<file path="src/rtl/sram_port_arbiter.sv">
// Two-requester round-robin arbiter in front of a single-port SRAM macro (RW port 0).
// Responses return on a fixed two-cycle tag pipeline, in transfer order.
module sram_port_arbiter #(
  parameter int ADDR_WIDTH = 9,
  parameter int DATA_WIDTH = 32,
  parameter int NUM_WMASKS = 4
) (
  input  logic                  wb_clk_i,
  input  logic                  wb_rst_i,

  input  logic                  r0_valid,
  output logic                  r0_ready,
  input  logic                  r0_we,
  input  logic [NUM_WMASKS-1:0] r0_wmask,
  input  logic [ADDR_WIDTH-1:0] r0_addr,
  input  logic [DATA_WIDTH-1:0] r0_wdata,
  output logic                  r0_rsp_valid,
  output logic [DATA_WIDTH-1:0] r0_rsp_rdata,

  input  logic                  r1_valid,
  output logic                  r1_ready,
  input  logic                  r1_we,
  input  logic [NUM_WMASKS-1:0] r1_wmask,
  input  logic [ADDR_WIDTH-1:0] r1_addr,
  input  logic [DATA_WIDTH-1:0] r1_wdata,
  output logic                  r1_rsp_valid,
  output logic [DATA_WIDTH-1:0] r1_rsp_rdata,

  output logic                  sram_csb0,
  output logic                  sram_web0,
  output logic [NUM_WMASKS-1:0] sram_wmask0,
  output logic [ADDR_WIDTH-1:0] sram_addr0,
  output logic [DATA_WIDTH-1:0] sram_din0,
  input  logic [DATA_WIDTH-1:0] sram_dout0
);

  logic                  last_grant;
  logic                  pref_r1;
  logic                  xfer;
  logic                  xfer_id;
  logic                  xfer_we;
  logic                  s1_valid;
  logic                  s1_id;
  logic                  s1_we;
  logic                  s2_valid;
  logic                  s2_id;
  logic [DATA_WIDTH-1:0] r0_rdata_q;
  logic [DATA_WIDTH-1:0] r1_rdata_q;

  // Handshake: a transfer happens in any cycle where rN_valid and rN_ready are both high;
  // ready is a pure function of this cycle's valids and last_grant, never of a response.
  assign pref_r1 = ~last_grant;

  always_comb begin
    r0_ready = r0_valid & ~wb_rst_i & (~r1_valid | ~pref_r1);
    r1_ready = r1_valid & ~wb_rst_i & (~r0_valid | pref_r1);
  end

  assign xfer    = r0_ready | r1_ready;
  assign xfer_id = r1_ready;
  assign xfer_we = r1_ready ? r1_we : r0_we;

  always_comb begin
    sram_csb0   = 1'b1;
    sram_web0   = 1'b1;
    sram_wmask0 = '0;
    sram_addr0  = '0;
    sram_din0   = '0;
    if (r0_ready) begin
      sram_csb0   = 1'b0;
      sram_web0   = ~r0_we;
      sram_wmask0 = r0_we ? r0_wmask : '0;
      sram_addr0  = r0_addr;
      sram_din0   = r0_wdata;
    end else if (r1_ready) begin
      sram_csb0   = 1'b0;
      sram_web0   = ~r1_we;
      sram_wmask0 = r1_we ? r1_wmask : '0;
      sram_addr0  = r1_addr;
      sram_din0   = r1_wdata;
    end
  end

  // The macro drives dout0 at the negedge inside stage 1, so stage 1 ends with the capture.
  always_ff @(posedge wb_clk_i) begin
    if (wb_rst_i) begin
      last_grant <= 1'b1;
      s1_valid   <= 1'b0;
      s1_id      <= 1'b0;
      s1_we      <= 1'b0;
      s2_valid   <= 1'b0;
      s2_id      <= 1'b0;
      r0_rdata_q <= '0;
      r1_rdata_q <= '0;
    end else begin
      if (xfer) last_grant <= xfer_id;
      s1_valid <= xfer;
      s1_id    <= xfer_id;
      s1_we    <= xfer_we;
      s2_valid <= s1_valid;
      s2_id    <= s1_id;
      if (s1_valid && !s1_we) begin
        if (s1_id) r1_rdata_q <= sram_dout0;
        else       r0_rdata_q <= sram_dout0;
      end
    end
  end

  assign r0_rsp_valid = s2_valid & ~s2_id;
  assign r1_rsp_valid = s2_valid &  s2_id;
  assign r0_rsp_rdata = r0_rdata_q;
  assign r1_rsp_rdata = r1_rdata_q;

endmodule
</file>
<file path="config.mk">
export PLATFORM = sky130hd
export DESIGN_NAME = sram_port_arbiter
export DESIGN_NICKNAME = d
export VERILOG_FILES = /design/src/rtl/sram_port_arbiter.sv
export SDC_FILE = /design/constraint.sdc
export NUM_CORES = 1
export LEC_CHECK = 0
export ABC_AREA = 1
export BUFFER_PORTS_ARGS = -buffer_cell sky130_fd_sc_hd__clkbuf_2
export CAP_MARGIN = 10
export CORE_ASPECT_RATIO = 0.6
export CORE_MARGIN = 8
export CORE_UTILIZATION = 37
export CTS_CLUSTER_DIAMETER = 40
export CTS_CLUSTER_SIZE = 20
export DETAILED_ROUTE_END_ITERATION = 6
export HOLD_SLACK_MARGIN = 0.15
export PLACE_DENSITY = 0.76
export SYNTH_ARGS = -nofsm -noshare
export SYNTH_HDL_FRONTEND = slang
export SYNTH_SLANG_ARGS = --single-unit
</file>
<file path="constraint.sdc">
create_clock -name wb_clk_i -period 1 [get_ports wb_clk_i]
set_input_delay 0.1 -clock wb_clk_i [delete_from_list [all_inputs] [get_ports wb_clk_i]]
set_output_delay 0.1 -clock wb_clk_i [all_outputs]
set_load 0.02 [all_outputs]
</file>
==> results of run 1 <==
metal layers:
metal | GRT usage | up-vias | part of all wire
li1 | - | 2202 | -
met1 | 0.253 | 2422 | 0.33
met2 | 0.440 | 394 | 0.52
met3 | 0.0746 | 96 | 0.098
met4 | 0.108 | 0 | 0.054
met5 | 0 | - | 0
synth_stat cells:
library cell  count
nand3_1           5
o211ai_1          1
inv_1             9
nand3_2           2
nor2_4            1
buf_4            10
buf_6             4
a21oi_1          65
nand2_1         198
clkbuf_1          5
nor2_1            4
buf_2            24
inv_2             4
buf_1             1
nand4_1          69
dfxtp_1          70
layout make-up:
type	count	area share
flip-flops and latches	70	0.193
well taps	112	0.0186
repair buffers	332	0.384
repair inverters	1	0.00116
inverters	13	0.0105
clock inverters	6	0.00598
clock buffers	10	0.0317
diodes	2	0.000665
multi-input cells	345	0.354
registers in the layout, indices dropped and copies added (netlist names):
register / count
s1_id: 1
r0_rsp_rdata: 32
s1_valid: 1
s2_valid: 1
s1_we: 1
r1_rsp_rdata: 32
s2_id: 1
last_grant: 1
cells in the final DEF, fill, tap and decap left out, drive strengths merged, types with 3 or more instances in the layout:
cell         count
clkinv           3
dfxtp           70
dlygate4sd3     34
inv             14
nor2             5
clkinvlp         3
clkbuf         205
nand2          198
a21oi           65
nand3            7
buf            103
nand4           69
final timing paths:
| kind | startpoint | to | slack (ps) |
|---|---|---|---|
| min | r1_valid | s1_we | 230 |
| max reg2reg | last_grant | s1_valid | -310 |
| max | last_grant | sram_wmask0[2] | -570 |
| min reg2reg | r1_rsp_rdata[0] | r1_rsp_rdata[0] | 470 |
worst reg2reg max path, delay by kind of cell, from the launching register on:
family	cells	cell delay, ps
DFF	1	370
and+or+nand+nor	3	350
buffers and inverters	5	490
through the flow:
step | setup slack [ps] | total power, W | area, µm² | util | cells
floorplan | -23.4 | 0.00405 | 3610 | - | 472
global placement | -175 | 0.00475 | 5000 | 0.582 | 815
detailed placement | -227 | 0.00478 | 5000 | 0.582 | 815
CTS | -522 | 0.00820 | 6300 | 0.733 | 875
global route | -616 | 0.00918 | 7520 | 0.876 | 889
finish | -570 | 0.00893 | 7530 | 0.876 | 891
cells by family after synthesis:
| family | after synthesis | share of synthesized area |
|---|---|---|
| AND/OR/NAND/NOR | 279 | 0.379 |
| buffers and inverters | 57 | 0.0946 |
| AO/OA/AOI/OAI | 66 | 0.101 |
| flip-flops | 70 | 0.426 |
power by group through the flow:
stage / combinational [W] / clock [W] / sequential (W)
after floorplan: 0.000891 / 0 / 0.00316
after global placement: 0.00170 / 0 / 0.00305
after detailed placement: 0.00173 / 0 / 0.00305
after CTS: 0.00217 / 0.00303 / 0.00300
after global routing: 0.00292 / 0.00318 / 0.00308
final: 0.00280 / 0.00305 / 0.00308
repair_timing:
| action | 4_1_cts | 5_1_grt |
|---|---|---|
| gates resized for setup | 144 | 349 |
| pin swaps | 9 | 21 |
| hold endpoints to repair | 66 | 0 |
| endpoints found under the setup margin | 116 | 118 |
| hold buffers | 34 | 0 |
| gates cloned | 4 | 10 |
| setup buffers | 6 | 4 |
==> metrics.md, run 1 <==
| Metric | Value |
|---|---|
| Final Worst Setup Slack | `-570 ps` |
| Synth area leaders | `dfxtp_1, nand2_1, nand4_1` |
| Final hold slack | `230 ps` |
| CP max stage cell | `dfxtp_4` |
| Crit-path leading delay family | `simple AND/OR/NAND/NOR gates` |
| Register area share after synthesis | `0.426` |
| Drt first pass iters | `5` |
| GP Congestion | `0.872` |
| Multi-input logic area | `0.00267 mm²` |
| Crit-path max FO | `5` |
| Fmax | `637 MHz` |
| Comb power frac | `0.314` |
| Layout area overhead | `129%` |
| Critical Path RT | `900 ps` |
| CTS Buffer Depth | `2` |
| Worst Hold Class | `in2reg` |
| Clk pwr share | `0.342` |
| Syn Nets | `600` |
| # clock sinks | `70` |
| Skew final | `7.17 ps` |
| Mean Syn Cell Area | `6.97 µm²` |
| H-tree depth | `3` |
| Failing checks | `negative setup slack` |
| Row cnt | `26` |
| Final wirelength | `20900 µm` |
| Worst setup SP type | `flop` |
| Vias in the first global route | `4571` |
| Fin. max-slew vios | `0` |
| TritonCTS Buffers | `9` |
| Largest net degree at the start of global routing | `36` |
| Sw frac | `0.330` |
| Boundary pin count | `243` |
| Final period util | `1.57` |
| Vias/cell | `5.74` |
| Synth unique cells | `16` |
| Area leader, netlist | `dfxtp_1` |
| Crit-path cells | `nand2_4 > nand3_4 > clkinv_8 > buf_8 > nand3_2 > nand2_2 > buf_8` |
| Cells after Synth | `472` |
| Hold Vio Cnt, Final | `0` |
| Critical path capture point type | `output port` |
| Leak Pwr | `3.45 nW` |
| HPWL Detailed | `10700 µm` |
| Overall routing resource usage | `0.241` |
| DIE HEIGHT | `89.1 µm` |
| I/O Buffers | `242` |
| Core ar. | `0.00859 mm²` |
| RSZ-0062 raised after global routing | `true` |
| Mapped cell area | `0.00329 mm²` |
| Nets@finish | `900` |
| Setup_tns | `-34040 ps` |
| Die X | `138 µm` |
| Switching Power | `0.00295 W` |
| Layout cells sized above 1 | `0.749` |
| Worst vdd rail ir drop | `1.35 mV` |
| Iter 0 DRT Violations | `312` |
| Crit path buf inv count | `3` |
| Worst slew margin | `0.631` |
| Worst hold path depth | `3` |
| WL/cell | `23.4 µm` |
| Number of cells on the critical path | `7` |
| Top cell type's share of synthesized area | `0.426` |
| PwrDens | `1190 mW/mm²` |
| Clock-pin slew on the worst setup and hold paths | `60 ps` |
| Skew-Pair Late Insertion Delay | `340 ps` |
| Antenna Nets Post-Route | `0` |
| Initial antenna violation count | `0` |
| Synth warnings | `0` |
| Setup violations, final | `132` |
| Post-synthesis register bit count | `70` |
| First-pass GRT wire length | `23100 µm` |
| Initial Util | `0.383` |
| Vias | `5114` |
| Die Area | `0.0123 mm²` |
| Drc violations | `0` |
| Root buf cell | `clkbuf_16` |
| Crit Path Category | `reg2out` |
| Status | `finished with violations` |
| Slew @ Worst Pin | `554 ps` |
| Filler cell count | `400` |
| CTS tree | `built` |
| Gr ovfl total | `0` |
| Max incr delay on CP | `360 ps` |
| Crit path top cell by count | `buf_8` |
| Reg2Reg Depth | `8` |
| Internal Power | `0.00599 W` |
| Reg area | `0.00146 mm²` |
| WP data arrival | `1470 ps` |
| Max-Cap Viols | `0` |
| Part of the power in registers | `0.344` |
| Min Clock Period, post-route | `1570 ps` |
(Power assumes the default switching activity.)
==> run 2: changes to the inputs <==
Settings changed: CELL_PAD_IN_SITES_DETAIL_PLACEMENT set to 0, CELL_PAD_IN_SITES_GLOBAL_PLACEMENT set to 1, CORE_UTILIZATION 37 to 26, PLACE_DENSITY 0.76 to 0.79.
Clock period 1 ns to 1.6 ns, I/O delays scaled along.
==> metrics.md, run 2 (same netlist as run 1, synthesis figures left out) <==
| Metric | Value |
|---|---|
| Status | `finished with violations` |
| Failing checks | `negative setup slack` |
| Hold Vio Cnt, Final | `0 (unchanged)` |
| I/O Buffers | `242 (unchanged)` |
| Reg area | `0.00140 mm² (-3.5%)` |
| Worst hold start | `wb_rst_i` |
| Gr ovfl total | `0 (unchanged)` |
| DIE HEIGHT | `103 µm (+16%)` |
| Global route hottest layer | `met2` |
| Final wirelength | `16400 µm (-21%)` |
| Reg2Reg Depth | `3 (-5)` |
| Die X | `161 µm (+17%)` |
| WP data arrival | `1540 ps (+70 ps)` |
| # clock sinks | `70 (unchanged)` |
| Fin. max-slew vios | `0 (unchanged)` |
| Fmax | `589 MHz` |
| Leak Pwr | `2.98 nW (-14%)` |
| HPWL Detailed | `10600 µm (-1.2%)` |
| First-pass GRT wire length | `23600 µm (+2.3%)` |
| Final hold slack | `177 ps (-53.0 ps)` |
| Most common cell after layout, fill and taps aside | `clkbuf_2` |
| Boundary pin count | `243 (unchanged)` |
| Core ar. | `0.0122 mm² (+42%)` |
| Drt first pass iters | `4 (-1)` |
| Nets@finish | `878 (-2.4%)` |
| Initial Util | `0.269 (-0.114)` |
| Worst flop-to-flop path startpoint | `s1_valid` |
| Initial antenna violation count | `0 (unchanged)` |
| RSZ-0062 raised after global routing | `true` |
| Switching Power | `0.00157 W (-47%)` |
| Skew-Pair Late Insertion Delay | `330 ps (about the same)` |
| Overall routing resource usage | `0.178 (-0.0631)` |
| Drc violations | `0 (unchanged)` |
| Worst slew margin | `0.535 (-0.0954)` |
| Antenna Nets Post-Route | `0 (unchanged)` |
| Clock-pin slew on the worst setup and hold paths | `60 ps (about the same)` |
| Critical Path RT | `1440 ps (+540 ps)` |
| Crit Path Category | `reg2out` |
| Met2 usage | `0.296 (-0.144)` |
| Root buf cell | `clkbuf_16` |
| Dpl ws | `231 ps (+457 ps)` |
| R2r endpoint | `r1_rsp_rdata[2]` |
| Slew @ Worst Pin | `697 ps (+143 ps)` |
| GP Congestion | `0.828 (-5.1%)` |
| Max incr delay on CP | `340 ps (-20 ps)` |
| Final period util | `1.06` |
| Worst setup SP type | `flop` |
| Worst hold path depth | `3 (unchanged)` |
| Vias | `4436 (-13%)` |
| Worst Hold Class | `in2reg` |
| Die Area | `0.0166 mm² (+36%)` |
| Crit-path max FO | `11 (+6)` |
| TritonCTS Buffers | `9 (unchanged)` |
| Sw frac | `0.300 (-0.0301)` |
| CP max stage cell | `dfxtp_2` |
| Worst vdd rail ir drop | `0.576 mV (-57%)` |
| Iter 0 DRT Violations | `212 (-32%)` |
| Met1 Track Usage GR | `0.219 (-0.0345)` |
| Critical path capture point type | `output port` |
| CTS Buffer Depth | `2 (unchanged)` |
| WHS Endpoint | `last_grant` |
| Skew final | `6.29 ps (-0.877 ps)` |
| Vias in the first global route | `4468 (-2.3%)` |
| R2R setup slack | `380 ps (+690 ps)` |
| Post-route cell area | `0.00618 mm² (-18%)` |
| PwrDens | `846 mW/mm² (-29%)` |
| Row cnt | `31 (+19%)` |
| Layout area overhead | `87.9%` |
| Clk pwr share | `0.383 (+0.041)` |
| Multi-input logic area | `0.00175 mm² (-34%)` |
| Part of the power in registers | `0.357 (+0.013)` |
| Internal Power | `0.00366 W (-39%)` |
| H-tree depth | `3 (unchanged)` |
| Max-Cap Viols | `0 (unchanged)` |
| Filler cell count | `1183 (+200%)` |
| Largest net degree at the start of global routing | `68 (+89%)` |
| CTS tree | `built` |
| Final Worst Setup Slack | `-98.8 ps (+471 ps)` |
| Placed instance area | `0.00460 mm² (-8.1%)` |
| WL/cell | `17.8 µm (-24%)` |
| Crit-path cells | `inv_2 > nand2_2 > nand2_2 > inv_2 > buf_4 > buf_12 > nand2_1 > nand2_1 > inv_1 > clkbuf_8` |
| Total Power | `0.00523 W (-41%)` |
| Min Clock Period, post-route | `1700 ps` |
| Most frequent cells in the layout | `clkbuf_2, nand2_1, nand4_1` |
| Vias/cell | `4.82 (-16%)` |
| Layout cells sized above 1 | `0.458 (-0.291)` |
| Comb power frac | `0.260 (-0.054)` |
| Met3 usage | `0.0574 (-0.0172)` |
| Setup violations, final | `45 (-66%)` |
[run 2: final cells by class]
class / instances / area share
well taps: 165 / 0.0334
clock buffers: 10 / 0.0370
flip-flops and latches: 70 / 0.227
inverters: 13 / 0.00870
diodes: 1 / 0.000405
repair buffers: 311 / 0.399
clock inverters: 6 / 0.0115
multi-input cells: 345 / 0.283
[run 2: power groups by stage]
stage          clock, W  combinational (W)  sequential, W
2_1_floorplan         0           0.000478        0.00197
3_3_place_gp          0           0.000957        0.00190
3_5_place_dp          0           0.000965        0.00190
4_1_cts         0.00204            0.00124        0.00187
5_1_grt         0.00212            0.00146        0.00188
6_report        0.00200            0.00136        0.00187
[run 2: metrics by stage]
step	setup TNS (ps)	util	cells
after global placement	0	0.376	848
final	-1560	0.506	921
after floorplan	0	-	472
after detailed placement	0	0.376	848
after CTS	-312	0.478	913
after global routing	-4660	0.506	920
[run 2: layer usage]
metal | routed length, µm | up-vias | part of all wire
li1 | - | 2147 | -
met1 | 7110 | 2099 | 0.43
met2 | 7820 | 162 | 0.48
met3 | 1220 | 28 | 0.074
met4 | 282 | 0 | 0.017
met5 | 0 | - | 0
[run 2: how the worst max path moves through the flow]
stage / startpoint / endpoint / slack, ps / depth (start not counted)
5_1_grt: last_grant / sram_web0 / -170 / 10
3_3_place_gp: last_grant / sram_din0[31] / 270 / 8
6_report: last_grant / sram_web0 / -100 / 10
3_5_place_dp: last_grant / sram_din0[31] / 230 / 8
4_1_cts: last_grant / sram_web0 / -30 / 8
2_1_floorplan: last_grant / sram_addr0[0] / 390 / 7
[run 2: critical path: cells and delay by family, from the launching register on]
family                 cells  cell delay [ps]
buffers and inverters      6              630
DFF                        1              340
and+or+nand+nor            4              240
[run 2: what timing repair did]
item / 4_1_cts / 5_1_grt
buffers inserted: 9 / 3
endpoints found under the hold margin: 65 / 0
resized for setup: 93 / 98
hold buffers: 34 / 0
endpoints found under the setup margin: 48 / 47
cloned: 6 / 4
pin swaps: 2 / 15
